--- src/rtl/lsu_mem_if.sv ---
// lsu_mem_if: RV32I load/store front end driving a fixed-latency data TCM.
// Optional LSU_MISALIGN_TRAP_EN turns misaligned H/W accesses into errors instead of forcing alignment.
module lsu_mem_if #(
    parameter int DATA_WIDTH = 32,
    parameter int ADDR_WIDTH = 32,
    parameter int RD_LATENCY = 2
) (
    input  logic                  clk,
    input  logic                  rst,
    input  logic                  req_valid_i,
    output logic                  req_ready_o,
    input  logic                  req_we_i,
    input  logic [2:0]            req_funct3_i,
    input  logic [ADDR_WIDTH-1:0] req_addr_i,
    input  logic [DATA_WIDTH-1:0] req_wdata_i,
    output logic                  rsp_valid_o,
    output logic [DATA_WIDTH-1:0] rsp_rdata_o,
    output logic                  rsp_err_o,
    output logic [ADDR_WIDTH-1:0] mem_addr_o,
    output logic [DATA_WIDTH-1:0] mem_data_o,
    output logic                  mem_we_o,
    output logic [3:0]            mem_be_o,
    input  logic [DATA_WIDTH-1:0] mem_data_i
);
    localparam logic [1:0] S_IDLE  = 2'd0;
    localparam logic [1:0] S_ISSUE = 2'd1;
    localparam logic [1:0] S_WAIT  = 2'd2;
    localparam logic [1:0] S_RESP  = 2'd3;
    localparam logic [1:0] LAT     = 2'(RD_LATENCY);

    logic [1:0]            r_state;
    logic [1:0]            r_cnt;
    logic                  r_ready;
    logic                  r_store;
    logic                  r_err;
    logic [2:0]            r_f3;
    logic [1:0]            r_off;
    logic [DATA_WIDTH-1:0] r_rdata;
    logic [ADDR_WIDTH-1:0] r_mem_addr;
    logic [DATA_WIDTH-1:0] r_mem_data;
    logic                  r_mem_we;
    logic [3:0]            r_mem_be;

    logic [1:0]            w_off;
    logic [1:0]            w_eff_off;
    logic                  w_is_h;
    logic                  w_is_w;
    logic                  w_f3_ok;
    logic                  w_mis;
    logic                  w_err;
    logic                  w_accept;
    logic                  w_busy;
    logic                  w_cnt_done;
    logic [3:0]            w_be;
    logic [DATA_WIDTH-1:0] w_wdata;
    logic [DATA_WIDTH-1:0] w_shift;
    logic [7:0]            w_byte;
    logic [15:0]           w_half;
    logic [DATA_WIDTH-1:0] w_load;
    logic [1:0]            w_next;

    assign w_off    = req_addr_i[1:0];
    assign w_is_h   = req_funct3_i[1:0] == 2'b01;
    assign w_is_w   = req_funct3_i[1:0] == 2'b10;
    assign w_f3_ok  = req_we_i ? (!req_funct3_i[2] && req_funct3_i[1:0] != 2'b11)
                               : (req_funct3_i != 3'b011 && req_funct3_i[2:1] != 2'b11);
`ifdef LSU_MISALIGN_TRAP_EN
    assign w_mis    = (w_is_h && w_off[0]) || (w_is_w && w_off != 2'b00);
`else
    assign w_mis    = 1'b0;
`endif
    // Natural alignment is forced here; with the trap enabled only aligned accesses reach memory anyway.
    assign w_eff_off = w_is_w ? 2'b00 : w_is_h ? {w_off[1], 1'b0} : w_off;
    assign w_err    = !w_f3_ok || w_mis;
    assign w_accept = req_valid_i && r_ready;
    assign w_be     = w_is_w ? 4'hF : w_is_h ? (w_off[1] ? 4'hC : 4'h3) : 4'b0001 << w_off;
    assign w_wdata  = w_is_w ? req_wdata_i : w_is_h ? {2{req_wdata_i[15:0]}} : {4{req_wdata_i[7:0]}};

    assign w_busy     = r_state == S_ISSUE || r_state == S_WAIT;
    assign w_cnt_done = r_cnt == LAT;
    assign w_shift    = mem_data_i >> {r_off, 3'b000};
    assign w_byte     = w_shift[7:0];
    assign w_half     = r_off[1] ? mem_data_i[31:16] : mem_data_i[15:0];
    assign w_load     = r_f3[1] ? mem_data_i
                      : r_f3[0] ? {{16{!r_f3[2] && w_half[15]}}, w_half}
                      : {{24{!r_f3[2] && w_byte[7]}}, w_byte};

    always_comb begin
        w_next = S_IDLE;
        if (r_state == S_IDLE)
            w_next = w_accept ? (w_err ? S_RESP : S_ISSUE) : S_IDLE;
        else if (w_busy)
            w_next = (r_store || w_cnt_done) ? S_RESP : S_WAIT;
    end

    always_ff @(posedge clk) begin
        if (rst) begin
            r_state    <= S_IDLE;
            r_cnt      <= '0;
            r_ready    <= 1'b0;
            r_store    <= 1'b0;
            r_err      <= 1'b0;
            r_f3       <= '0;
            r_off      <= '0;
            r_rdata    <= '0;
            r_mem_addr <= '0;
            r_mem_data <= '0;
            r_mem_we   <= 1'b0;
            r_mem_be   <= '0;
        end else begin
            r_state  <= w_next;
            r_ready  <= w_next == S_IDLE;
            r_mem_we <= w_accept && req_we_i && !w_err;
            if (w_accept) begin
                r_store    <= req_we_i;
                r_f3       <= req_funct3_i;
                r_off      <= w_eff_off;
                r_err      <= w_err;
                r_cnt      <= '0;
                r_rdata    <= '0;
                r_mem_addr <= {req_addr_i[ADDR_WIDTH-1:2], 2'b00};
                r_mem_data <= w_wdata;
                r_mem_be   <= w_err ? 4'h0 : w_be;
            end else begin
                if (w_next == S_RESP || w_next == S_IDLE)
                    r_mem_be <= '0;
                if (w_busy && !r_store) begin
                    if (w_cnt_done)
                        r_rdata <= w_load;
                    else
                        r_cnt <= r_cnt + 2'd1;
                end
            end
        end
    end

    assign req_ready_o = r_ready;
    assign rsp_valid_o = r_state == S_RESP;
    assign rsp_rdata_o = rsp_valid_o ? r_rdata : '0;
    assign rsp_err_o   = rsp_valid_o && r_err;
    assign mem_addr_o  = r_mem_addr;
    assign mem_data_o  = r_mem_data;
    assign mem_we_o    = r_mem_we;
    assign mem_be_o    = r_mem_be;
endmodule

--- config.mk ---
export PLATFORM = sky130hd
export DESIGN_NAME = lsu_mem_if
export DESIGN_NICKNAME = d
export VERILOG_FILES = /design/src/rtl/lsu_mem_if.sv
export SDC_FILE = /design/constraint.sdc
export NUM_CORES = 1
export LEC_CHECK = 0
export BUFFER_PORTS_ARGS = -buffer_cell sky130_fd_sc_hd__clkbuf_2
export CAP_MARGIN = 20
export CELL_PAD_IN_SITES_DETAIL_PLACEMENT = 2
export CELL_PAD_IN_SITES_GLOBAL_PLACEMENT = 2
export CORE_UTILIZATION = 24
export CTS_BUF_LIST = sky130_fd_sc_hd__clkbuf_16
export DETAILED_ROUTE_END_ITERATION = 16
export PLACE_DENSITY = 0.85
export SLEW_MARGIN = 10
export SYNTH_ARGS = -nofsm -noshare
export SYNTH_HDL_FRONTEND = slang
export SYNTH_SLANG_ARGS = --single-unit
--- constraint.sdc ---
create_clock -name clk -period 1.6 [get_ports clk]
set_input_delay 0 -clock clk [delete_from_list [all_inputs] [get_ports clk]]
set_output_delay 0 -clock clk [all_outputs]
set_load 0.01 [all_outputs]
==> results by stage <==
Status:
- The flow ran to the end, but the final reports show violations.
- The checks that failed: negative setup slack.

Yosys:
- Summing every instance area after synthesis gives 5080 µm².
- The fraction of synthesized area in multiplexers is 5.89%.
- After synthesis, the mean cell area works out to 8.16 µm².
- The simple-gate portion of the synthesized area is 22.3%.
- After synthesis, the largest family of logic cells by area is simple AND/OR/NAND/NOR gates.
- The Yosys warning count is 0.
- Summing the sequential cell areas from Yosys gives 43.8% of the chip area.
- The synthesized netlist cell count is approximately 620.
- The number of register bits inferred by synthesis is 111.
- In the synthesized netlist, the cells that appear most often are sky130_fd_sc_hd__nand2_1 (136), sky130_fd_sc_hd__dfxtp_1 (111), sky130_fd_sc_hd__a21oi_1 (69).
- The area share of the leading cell type in the synthesized netlist is 43.8%.
- The proportion of register bits with asynchronous set or reset after synthesis is 0%.
- After Yosys synthesis, XOR and XNOR cells account for 0.173% of the synthesized area.
- The number of different library cells in the post-synthesis netlist is between 40 and 50.
- sky130_fd_sc_hd__dfxtp_1 takes more of the synthesized area than any other cell.
- The most common cell in the netlist is sky130_fd_sc_hd__nand2_1.
- The most common flop cell mapped by yosys is sky130_fd_sc_hd__dfxtp_1.
- The arithmetic-cell share of the synthesized area counting full adders, half adders and majority gates is 0.986%.
- By area the synthesized netlist is led by sky130_fd_sc_hd__dfxtp_1 (44%), sky130_fd_sc_hd__nand2_1 (10%), sky130_fd_sc_hd__a21oi_1 (6.8%).
- The number of enable flip-flop cells after synthesis is 0.
- The compound-gate portion of the synthesized area is 20.9%.

Route:
- The first routing iteration left ~180 violations.
- In the routed layout, each cell is associated on average with a via count of 4.95.
- The number of remaining DRC errors is 0.
- The post-detailed-route count of antenna-violating nets is 0.
- For this block, the via count after detailed routing is 5868.
- The post-detailed-route wirelength per cell is 20.7 µm.
- The detailed-router iteration count before antenna repair is 4.
- The routed design has 24.6 mm of wire.

Timing:
- The highest clock rate is just over 0.6 GHz.
- The number of failing hold endpoints at the final stage came to 0.
- The count of final setup violators is 8.
- The final total negative setup slack is -0.180 ns.
- The worst path uses 102% of the clock period.
- Setup repair after global routing could not meet its margin everywhere.
- Measured against its own limit, the worst slew margin works out to 65.9%.
- For the final database, setup skew stands at roughly 0.011 ns.
- The total count of max-transition violations in the final report is 0.
- The final critical delay including setup and external delays is 1.64 ns.
- Across all setup checks in the final design, the least slack found is -0.0390 ns.
- The slew at the pin with the worst max-slew slack is 0.512 ns.

Min path:
- The worst hold path was traced through 3 stages.
- The min-delay analysis places its worst path in the category input pin to register.
- The path with the worst hold slack has its endpoint at mem_data_o[21]$_SDFFE_PP0P_.
- The startpoint of the worst hold path is req_wdata_i[21].

Floorplan:
- The area of the die is 21700 µm².
- Once the floorplan was initialized, standard cells occupied 24.8% of the core.
- The floorplan step set the die height to 147 µm.
- The core region is 20500 µm².
- In this run the core area contains 52 standard-cell rows.
- The die is between 100 and 150 µm wide.
- Pin placement for this block handled 207 I/O pins.

Critical path:
- Data on the critical path is required at its endpoint by 1.87 ns.
- The critical setup path kind is register to register.
- The kind of start point of the critical path is a register.
- The critical path startpoint is r_state[0]$_SDFF_PP0_.
- Data arrives at the worst endpoint at 1.91 ns.
- In this run the critical register-to-register path is launched from r_state[0]$_SDFF_PP0_.
- Walking the worst path, the cells encountered are inv_2, ha_4, and3b_2, buf_6, buf_12, nand3b_1, o21ai_2, a211oi_2.
- Along the worst path, the maximum fanout reaches 22.
- On the worst path, the slowest cell contributes a delay of 0.34 ns.
- The capture point of the worst reg-to-reg path is r_rdata[14]$_SDFFE_PP0P_.
- The number of cells on the worst reg-to-reg path is 8.
- The worst-case register-to-register setup slack is -0.04 ns.
- STA classifies the critical path endpoint as a register.
- The slowest stage of the critical path is the sky130_fd_sc_hd__dfxtp_2 cell.

Power and ir drop:
- The analysis attributes to cell leakage a power of 3.38 nW.
- The total power after layout is about 0.0065 W.
- IR analysis of the VDD net gives a maximum drop of 0.527 mV.
- The power per standard cell area is 832 nW/µm².

GRT:
- The largest net degree at the start of global routing is 74.
- The via count of the first global-routing pass is 6641.
- The first-pass GRT wire length is 37.0 mm.
- The initial antenna violation count is 1.
- Summed over all layers, the global routing overflow is 0.
- The total global-route track usage is 22.1%.

CTS:
- CTS placed an instance of sky130_fd_sc_hd__clkbuf_16 at the clock tree root.
- The clock slew seen by the registers of the worst setup and hold paths is ~0.090 ns.
- The number of clock buffers inserted by TritonCTS is 9.
- The worst-case clock buffer depth is 2.
- The clock tree from TritonCTS is built.
- At the later pin of the worst-skew pair, clock insertion delay measures 0.36 ns.
- The sink count of the clock tree is 111.
- In this run the number of H-tree levels came out at 3.

Cells and area:
- The multi-input combinational cell area is 2690 µm².
- Relative to the synthesized area, the layout overhead comes to 54.8%.
- At the end of the flow, the number of nets in the layout was 1017.
- The number of fill cells in the layout is 2314.
- The sequential cell area is 2230 µm².
- The share of layout cells above drive strength 1 is 33.2%.
- The share of the core filled with cells is 38.4%.

Place:
- The count of input and output buffers is 204.
- The HPWL after detailed placement is roughly 14 mm.
- The setup slack at placement is -0.156 ns.
- Routability-driven placement finished with a final weighted congestion of about 0.76.

Job:
- Across the run, the number of max-cap violations was 0.
-- metal layers --
layer,track usage (%),share of wire (%)
met1,23.0,38
met2,42.1,53
met3,4.94,5.2
met4,9.79,3.8
met5,0,0
-- sequential cells by signal, summed over array words and instances (netlist names) --
| register | count |
|---|---|
| r_off | 2 |
| r_state | 2 |
| req_ready_o | 1 |
| r_f3 | 3 |
| mem_data_o | 32 |
| mem_we_o | 1 |
| r_cnt | 2 |
| mem_addr_o | 30 |
| mem_be_o | 4 |
| r_rdata | 32 |
| r_err | 1 |
| r_store | 1 |
-- report_power, final --
group	switching, W	total (W)	internal, W
Combinational	0.000701	0.00128	0.000574
Sequential	0.0000886	0.00298	0.00289
Clock	0.00121	0.00229	0.00108
-- cell type report --
class / count / share of cell area, %
antenna: 1 / 0.0318
clock buffer: 9 / 2.87
clock inverter: 7 / 0.684
inverter: 11 / 0.525
multi-input combinational: 449 / 34.3
sequential: 111 / 28.3
tap: 270 / 4.30
timing repair buffer: 328 / 29.0
-- layout by cell type, fill, tap and decap left out, types with 5 or more instances in the layout --
cell,synthesis,final
sky130_fd_sc_hd__a221oi_2,1,7
sky130_fd_sc_hd__inv_1,11,9
sky130_fd_sc_hd__nor2_1,37,36
sky130_fd_sc_hd__nor3_1,10,10
sky130_fd_sc_hd__a21oi_1,69,66
sky130_fd_sc_hd__and2_1,35,33
sky130_fd_sc_hd__a211oi_1,31,27
sky130_fd_sc_hd__nand3b_1,7,7
sky130_fd_sc_hd__dfxtp_1,111,108
sky130_fd_sc_hd__a31o_2,5,5
sky130_fd_sc_hd__nand2_1,136,135
sky130_fd_sc_hd__buf_12,0,6
sky130_fd_sc_hd__clkbuf_16,0,10
sky130_fd_sc_hd__dlygate4sd3_1,0,88
sky130_fd_sc_hd__o21ai_0,38,30
sky130_fd_sc_hd__o21ai_1,0,7
sky130_fd_sc_hd__nand3_1,5,5
sky130_fd_sc_hd__mux2i_1,22,21
sky130_fd_sc_hd__mux2_2,7,7
sky130_fd_sc_hd__buf_4,6,25
sky130_fd_sc_hd__clkbuf_2,0,203
sky130_fd_sc_hd__a221oi_1,14,8
-- kinds of logic (layout without fill, tap and decap cells) --
group                    after synthesis  in the layout
multiplexers                          29             29
flip-flops                           111            111
buffers and inverters                 63            355
other                                  1              3
adder cells (fa/ha/maj)                4              4
AO/OA/AOI/OAI                        168            168
XOR/XNOR                               1              1
AND/OR/NAND/NOR                      245            245
-- how the worst max path moves through the flow --
stage / to / cells past startpoint
final: r_rdata[14]$_SDFFE_PP0P_ / 8
after global routing: mem_be_o[1]$_SDFFE_PP0P_ / 8
after CTS: r_rdata[13]$_SDFFE_PP0P_ / 7
after detailed placement: r_rdata[11]$_SDFFE_PP0P_ / 6
after global placement: r_rdata[10]$_SDFFE_PP0P_ / 7
after floorplan: mem_be_o[3]$_SDFFE_PP0P_ / 7
-- critical path, delay by kind of cell (launching register included) --
| family | cells | cell delay (ns) |
|---|---|---|
| AOI/OAI and AO/OA | 2 | 0.25 |
| adders and majority gates | 1 | 0.24 |
| DFF | 1 | 0.34 |
| buffers and inverters | 3 | 0.33 |
| and+or+nand+nor | 2 | 0.38 |
-- repair_timing --
item                                    4_1_cts  5_1_grt
pin swaps                                     5       15
setup buffers                                 3        0
endpoints found under the hold margin        88        0
cloned                                        0        1
resized for setup                            16       28
endpoints found under the setup margin       28       29
hold buffers                                 88        0
-- through the flow --
stage | area [µm²] | hold WS [ns] | std cells
floorplan | 5090 | 0.136 | 623
global placement | 6510 | 0.225 | 1078
detailed placement | 6510 | 0.230 | 1078
CTS | 7760 | 0.0136 | 1185
global route | 7860 | 0.0290 | 1186
finish | 7860 | 0.0149 | 1186
Power figures use the tool's default switching activity.
